==> src/rtl/cpu_runctl_if.sv <==
// Debug-side bundle for the CPU run controller: run/step/breakpoint requests
// and the CPU PC going in; clock enable, phase and counters coming out.
interface cpu_runctl_if #(
  parameter int WIDTH = 32
);
  logic             run_req;
  logic             stop_req;
  logic             cstep_req;
  logic             istep_req;
  logic             brk_en;
  logic [WIDTH-1:0] brk_addr;
  logic [WIDTH-1:0] pc;
  logic             cpu_en;
  logic [1:0]       ph_cnt;
  logic             running;
  logic             at_brk;
  logic [WIDTH-1:0] cycle_cnt;
  logic [WIDTH-1:0] instr_cnt;

  // Debug/board side: issues requests, observes the controller.
  modport master (
    output run_req, stop_req, cstep_req, istep_req, brk_en, brk_addr, pc,
    input  cpu_en, ph_cnt, running, at_brk, cycle_cnt, instr_cnt
  );

  // Controller side.
  modport slave (
    input  run_req, stop_req, cstep_req, istep_req, brk_en, brk_addr, pc,
    output cpu_en, ph_cnt, running, at_brk, cycle_cnt, instr_cnt
  );
endinterface

==> src/rtl/cpu_runctl.sv <==
// Run/step/breakpoint controller for a 4-phase CPU. Generates the CPU clock
// enable, tracks the phase, halts at a PC breakpoint on an instruction
// boundary and counts enabled cycles and completed instructions.
module cpu_runctl #(
  parameter int WIDTH = 32
) (
  input  logic          clk,
  input  logic          reset,
  cpu_runctl_if.slave   bus
);

  typedef enum logic [2:0] {
    S_IDLE,
    S_RUN,
    S_CSTEP,
    S_ISTEP,
    S_BRK
  } state_t;

  state_t           state_q, state_d;
  logic [1:0]       ph_q, ph_d;
  logic             skip_q, skip_d;
  logic [WIDTH-1:0] cyc_q, cyc_d;
  logic [WIDTH-1:0] ins_q, ins_d;
  logic             running_q, running_d;
  logic             at_brk_q, at_brk_d;
  logic             hit;
  logic             cpu_en;

  // Next-state, clock enable, phase and counter updates.
  always_comb begin
    // NOTE: every signal gets a default before the case so no path leaves
    // it unassigned; a missed branch would otherwise infer a latch.
    state_d = state_q;
    ph_d    = ph_q;
    skip_d  = skip_q;
    cyc_d   = cyc_q;
    ins_d   = ins_q;
    cpu_en  = 1'b0;

    // Breakpoint only at fetch, once the previous writeback has settled pc;
    // skip lets RUN step off the address it just stopped at.
    hit = bus.brk_en && (ph_q == 2'd0) && (bus.pc == bus.brk_addr) && !skip_q;

    unique case (state_q)
      S_IDLE, S_BRK: begin
        if (bus.stop_req)       state_d = S_IDLE;
        else if (bus.istep_req) state_d = S_ISTEP;
        else if (bus.cstep_req) state_d = S_CSTEP;
        else if (bus.run_req) begin
          state_d = S_RUN;
          skip_d  = 1'b1;
        end
      end
      S_RUN: begin
        cpu_en = !hit;
        if (cpu_en) skip_d = 1'b0;
        if (bus.stop_req) state_d = S_IDLE;
        else if (hit)     state_d = S_BRK;
      end
      S_CSTEP: begin
        cpu_en  = 1'b1;
        state_d = S_IDLE;
      end
      S_ISTEP: begin
        cpu_en = 1'b1;
        // Stop may leave the instruction mid-way; ph_cnt keeps its place.
        if (ph_q == 2'd3 || bus.stop_req) state_d = S_IDLE;
      end
      default: state_d = S_IDLE;
    endcase

    if (cpu_en) begin
      ph_d  = ph_q + 2'd1;
      cyc_d = cyc_q + WIDTH'(1);
      if (ph_q == 2'd3) ins_d = ins_q + WIDTH'(1);
    end

    running_d = (state_d == S_RUN) || (state_d == S_CSTEP) || (state_d == S_ISTEP);
    at_brk_d  = (state_d == S_BRK);
  end

  // State and counter registers, cleared asynchronously with the CPU.
  always_ff @(posedge clk or posedge reset) begin
    // NOTE: sequential state uses non-blocking assignments so every flop
    // samples the pre-edge values regardless of statement order.
    if (reset) begin
      state_q   <= S_IDLE;
      ph_q      <= 2'd0;
      skip_q    <= 1'b0;
      cyc_q     <= '0;
      ins_q     <= '0;
      running_q <= 1'b0;
      at_brk_q  <= 1'b0;
    end else begin
      state_q   <= state_d;
      ph_q      <= ph_d;
      skip_q    <= skip_d;
      cyc_q     <= cyc_d;
      ins_q     <= ins_d;
      running_q <= running_d;
      at_brk_q  <= at_brk_d;
    end
  end

  assign bus.cpu_en    = cpu_en;
  assign bus.ph_cnt    = ph_q;
  assign bus.running   = running_q;
  assign bus.at_brk    = at_brk_q;
  assign bus.cycle_cnt = cyc_q;
  assign bus.instr_cnt = ins_q;

endmodule

==> src/flat_wrapper.sv <==
// flat-port wrapper written by rule: the top's interface ports become plain ports
module cpu_runctl_flat 
#(
  parameter int WIDTH = 32
)
  (clk, reset, bus_run_req, bus_stop_req, bus_cstep_req, bus_istep_req, bus_brk_en, bus_brk_addr, bus_pc, bus_cpu_en, bus_ph_cnt, bus_running, bus_at_brk, bus_cycle_cnt, bus_instr_cnt);
  cpu_runctl_if #(.WIDTH(WIDTH)) bus_i ();
  input  logic clk;
  input  logic reset;
  input wire logic [$bits(bus_i.run_req)-1:0] bus_run_req;
  input wire logic [$bits(bus_i.stop_req)-1:0] bus_stop_req;
  input wire logic [$bits(bus_i.cstep_req)-1:0] bus_cstep_req;
  input wire logic [$bits(bus_i.istep_req)-1:0] bus_istep_req;
  input wire logic [$bits(bus_i.brk_en)-1:0] bus_brk_en;
  input wire logic [$bits(bus_i.brk_addr)-1:0] bus_brk_addr;
  input wire logic [$bits(bus_i.pc)-1:0] bus_pc;
  output wire logic [$bits(bus_i.cpu_en)-1:0] bus_cpu_en;
  output wire logic [$bits(bus_i.ph_cnt)-1:0] bus_ph_cnt;
  output wire logic [$bits(bus_i.running)-1:0] bus_running;
  output wire logic [$bits(bus_i.at_brk)-1:0] bus_at_brk;
  output wire logic [$bits(bus_i.cycle_cnt)-1:0] bus_cycle_cnt;
  output wire logic [$bits(bus_i.instr_cnt)-1:0] bus_instr_cnt;
  assign bus_i.run_req = bus_run_req;
  assign bus_i.stop_req = bus_stop_req;
  assign bus_i.cstep_req = bus_cstep_req;
  assign bus_i.istep_req = bus_istep_req;
  assign bus_i.brk_en = bus_brk_en;
  assign bus_i.brk_addr = bus_brk_addr;
  assign bus_i.pc = bus_pc;
  assign bus_cpu_en = bus_i.cpu_en;
  assign bus_ph_cnt = bus_i.ph_cnt;
  assign bus_running = bus_i.running;
  assign bus_at_brk = bus_i.at_brk;
  assign bus_cycle_cnt = bus_i.cycle_cnt;
  assign bus_instr_cnt = bus_i.instr_cnt;
  cpu_runctl #(.WIDTH(WIDTH)) u_core (.clk(clk), .reset(reset), .bus(bus_i));
endmodule
==> config.mk <==
export PLATFORM = sky130hd
export DESIGN_NAME = cpu_runctl_flat
export DESIGN_NICKNAME = d
export VERILOG_FILES = /design/src/rtl/cpu_runctl_if.sv /design/src/rtl/cpu_runctl.sv /design/src/flat_wrapper.sv
export SDC_FILE = /design/constraint.sdc
export NUM_CORES = 1
export LEC_CHECK = 0
export CAP_MARGIN = 25
export CORE_AREA = 3 3 98 100
export CTS_CLUSTER_SIZE = 30
export DETAILED_ROUTE_END_ITERATION = 12
export DIE_AREA = 0 0 101 103
export GPL_TIMING_DRIVEN = 0
export PLACE_DENSITY = 0.85
export SYNTH_ARGS = -nofsm -noshare
export SYNTH_HDL_FRONTEND = slang
export SYNTH_SLANG_ARGS = --single-unit
==> constraint.sdc <==
create_clock -name clk -period 2.6 [get_ports clk]
set_clock_uncertainty 0.05 [all_clocks]
set_input_delay 0.52 -clock clk [delete_from_list [all_inputs] [get_ports clk]]
set_output_delay 0.52 -clock clk [all_outputs]
set_load 0.01 [all_outputs]
==> summary.txt <==
Critical path
  – Critical Path AT: 2.07 ns
  – Reg2reg setup slack: 0.19 ns
  – CP max FO: 2
  – WS Path Type: input port to primary output
  – Reg2reg start: u_core.bus.instr_cnt[2]
  – Reg-to-Reg End: u_core.bus.instr_cnt[19]
  – Worst setup SP type: input port
  – WP data required: between 2 and 2.5 ns
  – FF-to-FF path depth: 5
  – CP endpoint kind: primary output

STA
  – Final worst-path cycle share: 102%
  – Setup violators final: 1
  – Total Neg Setup Slack: -0.0436 ns
  – Min Tclk post-route: around 2.6 ns
  – Fmax: 378 MHz
  – Worst Tran Pin Value: 0.858 ns
  – Final setup margin: -0.0436 ns
  – Max-slew violation count: 0
  – Final Hold Viols: 0
  – Max_slew headroom: 42.8%

Power and ir drop
  – VDD IR max: between 0.0002 and 0.0003 V
  – Leak: 2.40 nW
  – Cell area power density: 662 nW/um^2

Synth
  – Number of synthesized flops with an enable pin: 0
  – Top cell type's share of synthesized area: 45.8%
  – Proportion of synthesized chip area in sequential cells: 45.8%
  – Commonest register cell after synthesis: dfrtp_1
  – Ys Warns: 0
  – Main area contributors after synthesis: dfrtp_1 46%, xor2_1 19%, nor4_1 5.6%
  – Synth Net Count: ~470
  – Avg Inst Size Synth: 9.94 um^2
  – Async S/R FF share, synth: 100%
  – Top-count cell post-synth: xor2_1
  – Synth cell types: 33
  – Cell Area, Synth: between 3000 and 4000 um^2
  – #FFs+latches synth: 72
  – Synth top cells by count: 87 x xor2_1, 72 x dfrtp_1, 35 x nor4_1
  – Synth area leader: dfrtp_1
  – Syn Inst Count: 396

Global routing
  – First-pass GRT wire length: 19000 um
  – All-Layer GR Usage: 23.2%
  – Largest net degree at the start of global routing: 73
  – Antenna violations before repair: 0
  – Number of global-route vias before repair: approximately 4000
  – GRT overflow: 0

Drt
  – DRC errors left: 0
  – Iteration-0 DRC Markers: 316
  – Initial DRT Pass Iterations: 5
  – Drt total wl: 11900 um
  – Detail Route Antenna Nets: 0
  – Vias post-DR: 3810
  – Number of vias per cell: 5.59
  – Wirelength per Cell: roughly 18 um

Min path
  – WHS Path Cells: 1
  – Hold Crit Endpoint: u_core.bus.cycle_cnt[31]
  – Hold Crit Class: flop to flop
  – Worst Min Path Start: u_core.bus.cycle_cnt[31]

Clock tree
  – CTS Buf Count: 9
  – Worst-Skew Late Latency: 0.35 ns
  – Clock slew at reported path FFs: 0.08 ns
  – Max Root-Sink Buffers: 2
  – H-tree depth: 3
  – Clk sinks: 72
  – Clock Tree Root: clkbuf_8
  – CTS tree: built

Floorplanning
  – Die Area: about 10000 um^2
  – DIE WIDTH: 101 um
  – Total I/O pin count: between 100 and 150
  – Placeable Area: 8760 um^2
  – Die H: 103 um
  – Initial Utilization: 44.9%
  – Placement Rows: 34

Place
  – Post-Place Cell Area: 5460 um^2
  – Final GP Congestion: 0.835
  – Hpwl dp: 8640 um
  – Port buffer count: 139

Finish
  – Inserted Diodes: 0
  – Post-Route Utilization: around two thirds
  – NumNets Final: 643
  – Share of cells above drive strength 1: 14.5%
  – Post-route cell area: a little under 6000 um^2
  – Area Growth Syn to Fin: 51.2%
  – Fillers: ~670

Status
  – Failing checks: negative setup slack
  – Status: finished with violations

Job
  – Max Cap Viol: 0
power breakdown:
| group | internal [mW] | total (mW) | switching [mW] |
|---|---|---|---|
| Sequential | 1.30 | 1.54 | 0.233 |
| Clock | 0.664 | 1.08 | 0.421 |
| Combinational | 0.675 | 1.32 | 0.642 |
| Total | 2.64 | 3.94 | 1.30 |
per-layer routing:
layer / vias up / track usage [%] / routed length (um)
li1: 1750 / - / -
met1: 1815 / 26.7 / 4650
met2: 229 / 41.5 / 5990
met3: 16 / 6.50 / 1150
met4: 0 / 7.77 / 163
met5: - / 0 / 0
worst max path at each step:
stage,from,endpoint,slack [ns],cells past startpoint
after CTS,bus_pc[14],bus_cpu_en,0.001,7
after floorplan,reset,u_core.bus.at_brk,0.21,1
after global placement,bus_brk_addr[30],bus_cpu_en,-0.93,7
after global routing,bus_brk_addr[10],bus_cpu_en,-0.04,7
final,bus_brk_addr[10],bus_cpu_en,-0.04,7
after detailed placement,bus_pc[16],bus_cpu_en,-0.98,7
cell usage in the layout (no fill, tap or decap), types with 2 or more instances in the layout:
master,n
buf_2,9
o21ai_0,3
xor2_1,75
and4_1,5
xor2_2,12
nor4b_1,7
mux2_2,3
nor4_2,6
xnor2_1,8
or3_1,3
nor2b_1,2
nand4_1,21
nand3_1,27
nor3_1,27
and3_1,7
nor2_1,19
clkbuf_8,10
bufinv_16,3
clkbuf_1,6
clkbuf_2,10
dlygate4sd2_1,29
clkdlybuf4s50_1,83
nor3b_1,3
inv_1,8
dlymetal6s2s_1,6
ha_1,4
buf_4,22
a31oi_1,2
dfrtp_1,72
nand2_1,23
nand3b_1,2
clkdlybuf4s15_1,11
nor4_1,29
state kept, by name (all words and copies together) (netlist names):
name	flops
u_core.bus.at_brk	1
u_core.bus.cycle_cnt	32
u_core.bus.instr_cnt	32
u_core.bus.ph_cnt	2
u_core.bus.running	1
u_core.skip_q	1
u_core.state_q	3
logic make-up after synthesis:
group	after synthesis	share of synthesized area [%]
AO/OA/AOI/OAI	8	1.18
XOR/XNOR	95	21.1
adder cells (fa/ha/maj)	4	1.27
buffers and inverters	24	2.58
flip-flops	72	45.8
multiplexers	3	0.858
AND/OR/NAND/NOR	190	27.2
final cells by class:
type	count	area [um^2]	area share, %
clock inverter	5	104	1.75
sequential	72	1800	30.3
tap	108	135	2.27
timing repair buffer	161	1490	25.1
buffer	15	68.8	1.16
clock buffer	11	141	2.38
multi-input combinational	300	2170	36.5
inverter	9	36.3	0.610
critical path: stages:
cell,delay [ns]
clkdlybuf4s15_1,0.23
xor2_2,0.21
nor4_2,0.29
nand4_1,0.19
nor4_4,0.43
nor2_4,0.07
buf_6,0.13
per-stage QoR:
stage | power, mW | hold slack (ns) | worst slack (ns) | cells
after floorplan | 2.13 | 0.419 | 0.205 | 396
after global placement | 2.76 | 0.407 | -0.935 | 643
after detailed placement | 2.80 | 0.423 | -0.978 | 643
after CTS | 3.92 | 0.434 | 0.00105 | 678
after global routing | 4.14 | 0.436 | -0.0424 | 681
final | 3.94 | 0.422 | -0.0436 | 681
timing repair:
| action | CTS | global route |
|---|---|---|
| pin swaps | 34 | 24 |
| hold buffers | 0 | 0 |
| gates resized for setup | 67 | 45 |
| endpoints found under the setup margin | 62 | 9 |
| buffers inserted | 19 | 6 |
Power figures use the tool's default switching activity.
